$ cat src/rtl/wb_write_ctrl.sv
// wb_write_ctrl: MEM/WB register plus long-latency result queue merged onto the single register-file write port
module wb_write_ctrl #(
  parameter int DATA_W       = 32,
  parameter int ADDR_W       = 5,
  parameter int LQ_DEPTH     = 2,
  parameter int STARVE_LIMIT = 8
) (
  input  logic                          clk,
  input  logic                          rst,
  input  logic [ADDR_W-1:0]             mem_wd,
  input  logic                          mem_wreg,
  input  logic [DATA_W-1:0]             mem_wdata,
  input  logic                          stall,
  input  logic                          flush,
  input  logic                          lu_valid,
  output logic                          lu_ready,
  input  logic [ADDR_W-1:0]             lu_waddr,
  input  logic [DATA_W-1:0]             lu_wdata,
  output logic                          we,
  output logic [ADDR_W-1:0]             waddr,
  output logic [DATA_W-1:0]             wdata,
  input  logic [ADDR_W-1:0]             chk_addr,
  output logic                          chk_pending,
  output logic                          stall_req,
  output logic [$clog2(LQ_DEPTH):0]     lq_count
);
  localparam int PW = $clog2(LQ_DEPTH);
  localparam int CW = PW + 1;
  localparam int SW = $clog2(STARVE_LIMIT + 1);

  logic              wb_wreg;
  logic [ADDR_W-1:0] wb_wd;
  logic [DATA_W-1:0] wb_wdata;
  logic [ADDR_W-1:0] q_addr [LQ_DEPTH];
  logic [DATA_W-1:0] q_data [LQ_DEPTH];
  logic [PW-1:0]     rd_ptr, wr_ptr;
  logic [CW-1:0]     count;
  logic [SW-1:0]     starve, starve_n;
  logic              pipe_valid, q_nonempty, pop, push;

  always_ff @(posedge clk) begin
    if (rst) begin
      wb_wreg  <= 1'b0;
      wb_wd    <= '0;
      wb_wdata <= '0;
    end else if (flush) begin
      wb_wreg <= 1'b0;
    end else if (!stall) begin
      wb_wreg  <= mem_wreg;
      wb_wd    <= mem_wd;
      wb_wdata <= mem_wdata;
    end
  end

  // Pipeline owns the port; the queue only fills slots the pipeline leaves idle.
  always_comb begin
    pipe_valid = wb_wreg && wb_wd != '0 && !stall;
    q_nonempty = count != '0;
    pop        = !rst && !pipe_valid && q_nonempty;
    we         = !rst && (pipe_valid || q_nonempty);
    waddr      = rst ? '0 : pipe_valid ? wb_wd : q_nonempty ? q_addr[rd_ptr] : '0;
    wdata      = rst ? '0 : pipe_valid ? wb_wdata : q_nonempty ? q_data[rd_ptr] : '0;
    lu_ready   = !rst && count < CW'(LQ_DEPTH);
    push       = lu_valid && lu_ready && lu_waddr != '0;
    starve_n   = (pop || !q_nonempty) ? '0 : (starve == SW'(STARVE_LIMIT)) ? starve : starve + 1'b1;
    lq_count   = count;
  end

  always_comb begin
    logic [PW-1:0] off;
    chk_pending = 1'b0;
    for (int i = 0; i < LQ_DEPTH; i++) begin
      off = PW'(i) - rd_ptr;
      if ({1'b0, off} < count && q_addr[i] == chk_addr && chk_addr != '0) chk_pending = 1'b1;
    end
  end

  always_ff @(posedge clk) begin
    if (push) begin
      q_addr[wr_ptr] <= lu_waddr;
      q_data[wr_ptr] <= lu_wdata;
    end
  end

  always_ff @(posedge clk) begin
    if (rst) begin
      rd_ptr    <= '0;
      wr_ptr    <= '0;
      count     <= '0;
      starve    <= '0;
      stall_req <= 1'b0;
    end else begin
      if (push) wr_ptr <= wr_ptr + 1'b1;
      if (pop) rd_ptr <= rd_ptr + 1'b1;
      count     <= count + CW'(push) - CW'(pop);
      starve    <= starve_n;
      stall_req <= starve_n == SW'(STARVE_LIMIT);
    end
  end
endmodule
$ cat config.mk
export PLATFORM = sky130hd
export DESIGN_NAME = wb_write_ctrl
export DESIGN_NICKNAME = d
export VERILOG_FILES = /design/src/rtl/wb_write_ctrl.sv
export SDC_FILE = /design/constraint.sdc
export NUM_CORES = 1
export LEC_CHECK = 0
export CORE_MARGIN = 8
export CORE_UTILIZATION = 49
export CTS_CLUSTER_DIAMETER = 80
export DETAILED_ROUTE_END_ITERATION = 8
export PLACE_DENSITY = 0.83
export SYNTH_ARGS = -nofsm -noshare
export SYNTH_HDL_FRONTEND = slang
export SYNTH_SLANG_ARGS = --single-unit
$ cat constraint.sdc
create_clock -name clk -period 4 [get_ports clk]
set_input_delay 0.8 -clock clk [delete_from_list [all_inputs] [get_ports clk]]
set_output_delay 0.8 -clock clk [all_outputs]
set_load 0.05 [all_outputs]
==> summary.md, run 1 <==
| Metric | Value |
|---|---|
| Antenna violations before repair | `0` |
| N_diodes | `0` |
| Die footprint | `between 10000 and 15000 µm²` |
| Post-synth top flop | `edfxtp_1` |
| Post-placement cell count | `691` |
| Fraction of layout cells with a size suffix above 1 | `between 10% and 20%` |
| CTS H-tree lvls | `4` |
| Pleak | `roughly 2.6 nW` |
| # Max-Cap Violations | `0` |
| Setup violators final | `0` |
| P_int | `2.82 mW` |
| Worst hold start | `wb_wdata[22]$_SDFFE_PP0P_` |
| EDFF count, synth | `74` |
| Fmax | `between 200 and 300 MHz` |
| R2r setup slk | `approximately 1.7 ns` |
| CP endpoint kind | `output pin` |
| Crit path kind | `input port to output pin` |
| Post-route clock skew | `approximately 0.0045 ns` |
| Gr usage total | `a little under a fifth` |
| Initial Util | `between 40% and 50%` |
| R2R cell count | `9` |
| First-pass GRT wire length | `20300 µm` |
| Final worst setup slack | `about 0.37 ns` |
| CTS tree | `yes` |
| Clk_lat worst skew | `0.52 ns` |
| Max Slew Vio Count | `0` |
| Synth warn | `0` |
| Yosys top cell area share | `a little over two fifths` |
| Antenna viol nets, final | `0` |
| Routed WL per cell | `17.6 µm` |
| Worst r2r src | `wb_wd[0]$_SDFFE_PP0P_` |
| RSZ-0062 raised after global routing | `false` |
| Die W | `~120 µm` |
| Root buf cell | `clkbuf_8` |
| Tcrit/Tclk final | `90.9%` |
| Post-CTS Resized | `0` |
| Clock power frac | `roughly 38%` |
| Hold path depth | `2` |
| Area delta synth->final | `38.1%` |
| CP Launch Type | `input port` |
| Pre-CTS setup slack | `approximately 0.36 ns` |
| Mapped Cells | `roughly 450` |
| Switching Share | `between 30% and 40%` |
| 1st-iter DRT viols | `approximately 180` |
| Data arrival, critical path | `roughly 2.8 ns` |
| Status | `finished clean` |
| # IOs | `128` |
| Post-detailed-placement half-perimeter wirelength | `8600 µm` |
| Hold buffers post-CTS | `0` |
| Final TNS setup | `0 ns` |
| Mapped Area | `approximately 5100 µm²` |
| # DRC | `0` |
| Sequential share of power | `between 30% and 40%` |
| Synth Register Bits | `between 100 and 150` |
| Min-Delay Path Class | `flop to flop` |
| Routed wire length | `about 13000 µm` |
| Vias per cell | `5.29` |
| Slew margin rel. | `between 20% and 30%` |
| Synth unique cells | `37` |
| Finished Layout Cells | `a little over 700` |
| Fraction of registers with async set/reset | `0%` |
| Core area | `just over 10000 µm²` |
| Largest net degree at the start of global routing | `41` |
| TritonCTS Buffers | `17` |
| Hold Vio Cnt, Final | `0` |
| Tmin final | `between 3 and 4 ns` |
| # fillers | `about 760` |
| Mapped Nets | `~540` |
| Dpl cell area | `~6400 µm²` |
| Gp weighted congestion | `between 0.7 and 0.8` |
| Post-synthesis sequential area ratio | `between 60% and 70%` |
| Vias | `3822` |
| Worst hold endpoint | `wb_wdata[22]$_SDFFE_PP0P_` |
| Ranking of synthesized cells by area | `edfxtp_1 (44%), dfxtp_1 (19%), mux2i_1 (7.5%)` |
| Clk buf depth | `2` |
| Total gr overflow | `0` |
| CP Data Required Time | `~3.2 ns` |
| Die span in y | `118 µm` |
| Worst-path clk slew | `roughly 0.06 ns` |
| TritonRoute pass-1 iters | `4` |
| VDD IR-drop max | `between 0.0002 and 0.0003 V` |
| Least-Margin Pin Slew | `between 1 and 1.5 ns` |
| Gate power share | `24.4%` |
| RR Endpoint | `lq_count[1]$_SDFF_PP0_` |
| Total clock sinks | `roughly 120` |
| Critical path fanouts, max | `12` |
| Synth area leader | `edfxtp_1` |
| Postcts setup bufs | `0` |
| Number of global-route vias before repair | `4087` |
| Final instance area | `between 7000 and 8000 µm²` |
| Final net count | `roughly 660` |
| Pwr per Cell Area | `~570 nW/µm²` |
| Psw | `around 1.2 mW` |
| Number of port buffers | `around 130` |
| # rows | `37` |
| Syn Area/Cell | `between 10 and 15 µm²` |
through the flow:
stage / util (%) / power [mW] / hold WS [ns]
finish: 68.9 / 4.03 / 0.460
global route: 68.9 / 4.18 / 0.474
CTS: 68.9 / 4.06 / 0.458
detailed placement: 63.1 / 2.52 / 0.450
global placement: 63.1 / 2.50 / 0.442
floorplan: - / 2.16 / 0.434
worst max-delay path, cell delays in order:
cell and delay [ns]:
clkdlybuf4s50_1 0.56, and2b_2 0.28, o21a_1 0.24, or3_2 0.51, a21oi_1 0.26, buf_12 0.18
metal layers:
layer  part of all wire (%)  track usage, %  vias to the layer above
li1                       -               -                     1862
met1                     38            19.2                     1801
met2                     53            32.8                      136
met3                    6.5            5.95                       23
met4                    2.5            10.5                        0
met5                      0               0                        -
worst max path at each step:
| stage | slack (ns) | cells past startpoint | to | startpoint |
|---|---|---|---|---|
| finish | 0.37 | 6 | wdata[31] | stall |
| global placement | 0.41 | 6 | wdata[31] | stall |
| CTS | 0.36 | 6 | wdata[31] | stall |
| global route | 0.28 | 6 | wdata[31] | stall |
| floorplan | -0.42 | 4 | q_addr[0][0]$_DFFE_PP_ | rst |
| detailed placement | 0.36 | 6 | wdata[31] | stall |
power by group through the flow:
stage	Sequential, mW	Combinational (mW)	Clock (mW)
6_report	1.51	0.984	1.53
5_1_grt	1.52	1.04	1.62
4_1_cts	1.51	0.995	1.55
3_5_place_dp	1.54	0.985	0
3_3_place_gp	1.53	0.969	0
2_1_floorplan	1.50	0.658	0
cells in the final DEF (no fill, tap or decap), types with 16 or more instances in the layout:
master	netlist	final
buf_4	0	42
clkbuf_16	0	16
mux2i_1	38	38
a21oi_1	46	46
edfxtp_1	74	74
nand2_1	80	80
a211oi_1	34	34
clkdlybuf4s50_1	0	87
nor2_1	42	39
dfxtp_1	48	47
flip-flops by register name, indices dropped and copies added (netlist names), named ones only:
signal,cells
lq_count,2
q_addr,10
q_data,64
rd_ptr,1
stall_req,1
starve,4
wb_wd,5
wb_wdata,32
wb_wreg,1
wr_ptr,1
cell usage after synthesis, types with 4 or more instances:
cell       n
nor3_1     4
xor2_1     7
inv_1      6
mux2i_1   38
edfxtp_1  74
buf_2     10
dfxtp_1   48
clkbuf_1  12
nand2_1   80
nor2_1    42
a211oi_1  34
or3_1      5
ha_1       4
a21oi_1   46
xnor2_1    8
area by class of cell:
class / count / area, µm² / area share, %
Inverter: 6 / 22.5 / 0.321
Timing Repair Buffer: 135 / 1290 / 18.4
Tap cell: 136 / 170 / 2.42
Clock buffer: 18 / 418 / 5.95
Clock inverter: 14 / 178 / 2.53
Sequential cell: 122 / 3180 / 45.4
Multi-Input combinational cell: 292 / 1750 / 25.0
cells by family (layout without fill, tap and decap cells):
group	count (synthesis)	count (layout)	synth area share, %
mux	38	38	7.48
buf+inv	34	173	3.35
compound gates	86	86	10.4
flops	122	122	62.6
xor+xnor	15	15	2.59
fa+ha+maj	4	4	0.985
simple gates	149	149	12.5
Power figures use the tool's default switching activity.
==> run 2, diff against run 1 <==
--- a/config.mk
+++ b/config.mk
@@ -10,6 +10,7 @@
 export CTS_CLUSTER_DIAMETER = 80
 export DETAILED_ROUTE_END_ITERATION = 8
 export PLACE_DENSITY = 0.83
+export SLEW_MARGIN = 20
 export SYNTH_ARGS = -nofsm -noshare
 export SYNTH_HDL_FRONTEND = slang
 export SYNTH_SLANG_ARGS = --single-unit
==> summary.md, run 2 (synthesized netlist as in run 1, its figures left out) <==
| Metric | Value |
|---|---|
| Status | `finished clean` |
| Area delta synth->final | `39.2%` |
| # DRC | `0` |
| # fillers | `approximately 750` |
| Fmax | `roughly 280 MHz` |
| R2r setup slk | `1.66 ns` |
| Initial Util | `roughly half` |
| Gr usage total | `between 10% and 20%` |
| CTS tree | `yes` |
| Worst-path clk slew | `roughly 0.060 ns` |
| Crit path kind | `input port to output pin` |
| 1st-iter DRT viols | `between 100 and 150` |
| RR Endpoint | `lq_count[1]$_SDFF_PP0_` |
| Most flops, register | `q_data` |
| Area of the multi-input gates | `around 1800 µm²` |
| Number of port buffers | `127` |
| Routed WL per cell | `roughly 18 µm` |
| Antenna viol nets, final | `0` |
| Hold Vio Cnt, Final | `0` |
| Min-Delay Path Class | `flop to flop` |
| Least-Margin Pin Slew | `0.758 ns` |
| Most frequent cells in the layout | `clkdlybuf4s50_1 (87), nand2_1 (80), edfxtp_1 (74), dfxtp_1 (47), a21oi_1 (46)` |
| RSZ-0062 raised after global routing | `false` |
| # rows | `37` |
| CP Data Required Time | `between 3 and 4 ns` |
| Vias | `between 3000 and 4000` |
| Total gr overflow | `0` |
| Slew margin rel. | `a little under 50%` |
| Switching Share | `a little under a third` |
| Root buf cell | `clkbuf_8` |
| Number of global-route vias before repair | `around 4000` |
| Worst r2r src | `wb_wd[0]$_SDFFE_PP0P_` |
| Postcts setup bufs | `0` |
| Setup crit end | `wdata[31]` |
| Tmin final | `between 3 and 4 ns` |
| Critical path fanouts, max | `12` |
| P_int | `roughly 2.8 mW` |
| Largest regs | `q_data: 64 flops, wb_wdata: 32 flops, q_addr: 10 flops` |
| Psw | `1.22 mW` |
| Die W | `~120 µm` |
| Fraction of layout cells with a size suffix above 1 | `15.1%` |
| Hold buffers post-CTS | `0` |
| Die footprint | `approximately 14000 µm²` |
| Routed wire length | `~13000 µm` |
| Pleak | `~2.6 nW` |
| CTS H-tree lvls | `4` |
| Sequential share of power | `37.4%` |
| TritonRoute pass-1 iters | `4` |
| Tcrit/Tclk final | `between 90% and 100%` |
| Post-CTS Resized | `0` |
| Number of flip-flops under the largest register name | `64` |
| First-pass GRT wire length | `~20000 µm` |
| Max Slew Vio Count | `0` |
| Total clock sinks | `122` |
| Commonest non-fill, non-tap cell in the layout | `clkdlybuf4s50_1` |
| N_diodes | `0` |
| Final net count | `about 670` |
| Post-detailed-placement half-perimeter wirelength | `8600 µm` |
| CP Launch Type | `input port` |
| VDD IR-drop max | `about 0.00030 V` |
| Pwr per Cell Area | `between 500 and 600 nW/µm²` |
| Clk buf depth | `2` |
| # IOs | `roughly 130` |
| Hold path depth | `2` |
| CP endpoint kind | `output pin` |
| R2R cell count | `9` |
| Post-route clock skew | `approximately 0.0044 ns` |
| Storage cell area | `~3200 µm²` |
| # Max-Cap Violations | `0` |
| Critical path startpoint | `stall` |
| Vias per cell | `5.28` |
| Largest net degree at the start of global routing | `41` |
| TritonCTS Buffers | `17` |
| Die span in y | `~120 µm` |
| Data arrival, critical path | `2.83 ns` |
| Antenna violations before repair | `0` |
| Clk_lat worst skew | `approximately 0.52 ns` |
| Clock power frac | `37.9%` |
| Core area | `just over 10000 µm²` |
| Final TNS setup | `0 ns` |
| Total Power | `4.04 mW` |
| Gp weighted congestion | `0.769` |
| Setup violators final | `0` |
| Gate power share | `24.7%` |
[run 2: cell count changes in the layout (fill, tap and decap cells not counted), sizes merged]
| cell | previous run | this run |
|---|---|---|
| buf | 48 | 50 |
[run 2: final cells by class]
type | instances | share of cell area [%]
Clock buffer | 18 | 5.91
Clock inverter | 14 | 2.51
Inverter | 6 | 0.318
Multi-Input combinational cell | 292 | 24.8
Sequential cell | 122 | 45.0
Tap cell | 136 | 2.41
Timing Repair Buffer | 137 | 19.0
[run 2: metal layers]
metal  GRT usage, %  wire length, µm  share of wire (%)  vias up
met5              0                0                  0        -
met4           10.5              342                2.7        0
met3           5.95              677                5.3       25
met2           32.8             6780                 53      118
met1           19.2             4990                 39     1819
li1               -                -                  -     1865
[run 2: worst min path at each step]
stage                                    from                         to  slack (ns)
finish               wb_wdata[5]$_SDFFE_PP0P_   wb_wdata[5]$_SDFFE_PP0P_        0.46
CTS                 wb_wdata[22]$_SDFFE_PP0P_  wb_wdata[22]$_SDFFE_PP0P_        0.46
floorplan           wb_wdata[29]$_SDFFE_PP0P_  wb_wdata[29]$_SDFFE_PP0P_        0.43
detailed placement  wb_wdata[22]$_SDFFE_PP0P_  wb_wdata[22]$_SDFFE_PP0P_        0.45
global route        wb_wdata[29]$_SDFFE_PP0P_  wb_wdata[29]$_SDFFE_PP0P_        0.47
global placement     wb_wdata[3]$_SDFFE_PP0P_   wb_wdata[3]$_SDFFE_PP0P_        0.44
[run 2: power groups by stage]
stage / logic (mW) / registers [mW] / clock network, mW
floorplan: 0.658 / 1.50 / 0
global placement: 0.969 / 1.53 / 0
detailed placement: 0.985 / 1.54 / 0
CTS: 0.995 / 1.51 / 1.55
global route: 1.06 / 1.52 / 1.62
finish: 0.998 / 1.51 / 1.53
[run 2: metrics by stage]
| step | worst slack (ns) | hold slack, ns | cells | util, % | area (µm²) |
|---|---|---|---|---|---|
| floorplan | -0.419 | 0.434 | 448 | - | 5080 |
| global placement | 0.412 | 0.442 | 691 | 63.1 | 6420 |
| detailed placement | 0.362 | 0.450 | 691 | 63.1 | 6420 |
| CTS | 0.364 | 0.458 | 723 | 68.9 | 7020 |
| global route | 0.275 | 0.474 | 725 | 69.4 | 7070 |
| finish | 0.371 | 0.460 | 725 | 69.4 | 7070 |
[run 2: critical path: stages]
cell	delay (ns)
clkdlybuf4s50_1	0.56
and2b_2	0.28
o21a_1	0.24
or3_2	0.51
a21oi_1	0.26
buf_12	0.18
==> run 3, diff against run 2 <==
--- a/config.mk
+++ b/config.mk
@@ -5,7 +5,6 @@
 export SDC_FILE = /design/constraint.sdc
 export NUM_CORES = 1
 export LEC_CHECK = 0
-export CORE_MARGIN = 8
 export CORE_UTILIZATION = 49
 export CTS_CLUSTER_DIAMETER = 80
 export DETAILED_ROUTE_END_ITERATION = 8
==> summary.md, run 3 (synthesized netlist as in run 1, its figures left out) <==
| Metric | Value |
|---|---|
| Status | `finished clean` |
| Critical path fanouts, max | `50` |
| CP Buf/Inv Count | `2` |
| Tcrit/Tclk final | `between 90 and 100%` |
| Tmin final | `about 3.6 ns` |
| Commonest non-fill, non-tap cell in the layout | `clkdlybuf4s50_1` |
| Post-CTS Resized | `0` |
| R2r setup slk | `~1.7 ns` |
| Least-Margin Pin Slew | `around 0.8 ns` |
| Dpl cell area | `roughly 6400 µm²` |
| Hold buffers post-CTS | `0` |
| Antenna violations before repair | `1` |
| Number of port buffers | `~130` |
| Final TNS setup | `0 ns` |
| Hold path depth | `2` |
| Hold Vio Cnt, Final | `0` |
| Area of the multi-input gates | `around 1800 µm²` |
| Die span in y | `around 100 µm` |
| Most flops, register | `q_data` |
| CTS tree | `yes` |
| # rows | `36` |
| Min-Delay Path Class | `flop to flop` |
| Number of flip-flops under the largest register name | `64` |
| Core area | `between 9000 and 10000 µm²` |
| Max incr delay on CP | `around 0.56 ns` |
| # IOs | `~130` |
| Total gr overflow | `0` |
| Final Util | `between 70 and 80%` |
| P_int | `~2.9 mW` |
| Initial Util | `between 50% and 60%` |
| First-pass GRT wire length | `19500 µm` |
| Max Slew Vio Count | `0` |
| Antenna viol nets, final | `0` |
| Sequential share of power | `around 37%` |
| Number of global-route vias before repair | `3932` |
| Gr usage total | `a little under a quarter` |
| Clk_lat worst skew | `between 0.5 and 0.6 ns` |
| Die footprint | `about 11000 µm²` |
| CP Data Required Time | `3.20 ns` |
| Gate power share | `between 20% and 30%` |
| R2R cell count | `9` |
| N_diodes | `0` |
| Crit path kind | `flop to output pin` |
| RR Endpoint | `lq_count[1]$_SDFF_PP0_` |
| Post-route clock skew | `0.00798 ns` |
| Final instance area | `about 7000 µm²` |
| CTS H-tree lvls | `4` |
| Die W | `104 µm` |
| Postcts setup bufs | `0` |
| Data arrival, critical path | `between 2 and 3 ns` |
| Most frequent cells in the layout | `clkdlybuf4s50_1 (87), nand2_1 (80), edfxtp_1 (74), dfxtp_1 (47), a21oi_1 (46)` |
| Psw | `approximately 1.2 mW` |
| Vias | `~3800` |
| RSZ-0062 raised after global routing | `false` |
| Largest net degree at the start of global routing | `51` |
| Slew margin rel. | `~47%` |
| TritonRoute pass-1 iters | `4` |
| 1st-iter DRT viols | `181` |
| Fmax | `275 MHz` |
| Vias per cell | `between 5 and 6` |
| Pleak | `2.61 nW` |
| CP Launch Type | `flop` |
| Worst hold endpoint | `wb_wdata[28]$_SDFFE_PP0P_` |
| Storage cell area | `between 3000 and 4000 µm²` |
| Fraction of layout cells with a size suffix above 1 | `15.6%` |
| Routed wire length | `approximately 12000 µm` |
| # Max-Cap Violations | `0` |
| Worst r2r src | `wb_wd[0]$_SDFFE_PP0P_` |
| Total clock sinks | `between 100 and 150` |
| TritonCTS Buffers | `17` |
| Largest regs | `q_data: 64 flops, wb_wdata: 32 flops, q_addr: 10 flops` |
| Worst path slowest cell | `or4_4` |
| Worst hold start | `wb_wdata[28]$_SDFFE_PP0P_` |
| Worst-path cell chain | `or4_4, o21ai_4, buf_12, nor2_1, a211oi_1, buf_4` |
| Clock power frac | `39.1%` |
| # fillers | `691` |
| Pwr per Cell Area | `just under 600 nW/µm²` |
| # DRC | `0` |
| Family with the most delay on the worst path | `compound AO/OA/AOI/OAI gates` |
| Area delta synth->final | `39.9%` |
| Routed WL per cell | `between 15 and 20 µm` |
| VDD IR-drop max | `approximately 0.00031 V` |
| Worst-path clk slew | `about 0.060 ns` |
| Gp weighted congestion | `approximately 0.85` |
| Switching Share | `between 30% and 40%` |
| Root buf cell | `clkbuf_8` |
| Final net count | `664` |
| CP endpoint kind | `output pin` |
| Clk buf depth | `2` |
| Setup violators final | `0` |
| Post-detailed-placement half-perimeter wirelength | `7900 µm` |
## run 3: cell count changes in the layout (fill, tap and decap cells not counted)
| cell | change |
|---|---|
| clkinv_1 | -3 |
| buf_4 | -2 |
| clkinv_2 | -2 |
| inv_6 | +1 |
| buf_12 | +1 |
| clkbuf_8 | +2 |
| clkinv_4 | +3 |
| clkbuf_1 | -1 |
## run 3: worst register-to-register path, cell delays in order, from the launching register on
cell     delay [ns]
dfxtp_1        0.33
or4_4          0.57
o21a_1         0.31
nor2_1         0.18
ha_1           0.24
inv_1          0.06
ha_1           0.15
xor2_1         0.17
xnor2_1        0.14
nor2_1         0.06
## run 3: metrics by stage
step                      cells  setup WS, ns  hold WS (ns)  power, mW
after floorplan             448        -0.419         0.434       2.16
after global placement      687         0.430         0.443       2.51
after detailed placement    687         0.402         0.449       2.52
after CTS                   719         0.360         0.457       4.12
after global routing        721         0.240         0.474       4.26
final                       721         0.369         0.460       4.12
## run 3: power groups by stage
stage,Sequential (mW),Clock (mW),Combinational (mW)
2_1_floorplan,1.50,0,0.658
3_3_place_gp,1.54,0,0.966
3_5_place_dp,1.54,0,0.975
4_1_cts,1.52,1.63,0.983
5_1_grt,1.53,1.69,1.05
6_report,1.51,1.61,0.996
## run 3: how the worst max path moves through the flow
| stage | end | slack (ns) | start | cells after the start |
|---|---|---|---|---|
| after floorplan | q_addr[0][0]$_DFFE_PP_ | -0.42 | rst | 4 |
| after global placement | wdata[31] | 0.43 | stall | 6 |
| after detailed placement | wdata[31] | 0.40 | stall | 6 |
| after CTS | waddr[4] | 0.36 | wb_wd[0]$_SDFFE_PP0P_ | 6 |
| after global routing | waddr[0] | 0.24 | wb_wd[0]$_SDFFE_PP0P_ | 6 |
| final | waddr[4] | 0.37 | wb_wd[0]$_SDFFE_PP0P_ | 6 |
## run 3: layout make-up
| cell class | count | area share [%] |
|---|---|---|
| sequential | 122 | 44.8 |
| multi-input combinational | 292 | 24.7 |
| timing repair buffer | 136 | 19.0 |
| clock buffer | 19 | 6.21 |
| clock inverter | 13 | 2.69 |
| tap | 133 | 2.34 |
| inverter | 6 | 0.317 |
## run 3: per-layer routing
layer / vias up / GRT usage [%] / wire length [µm]
met3: 17 / 5.48 / 608
met4: 2 / 8.88 / 150
met1: 1844 / 28.4 / 5160
met2: 132 / 39.9 / 6320
li1: 1854 / - / -
met5: - / 0 / 13
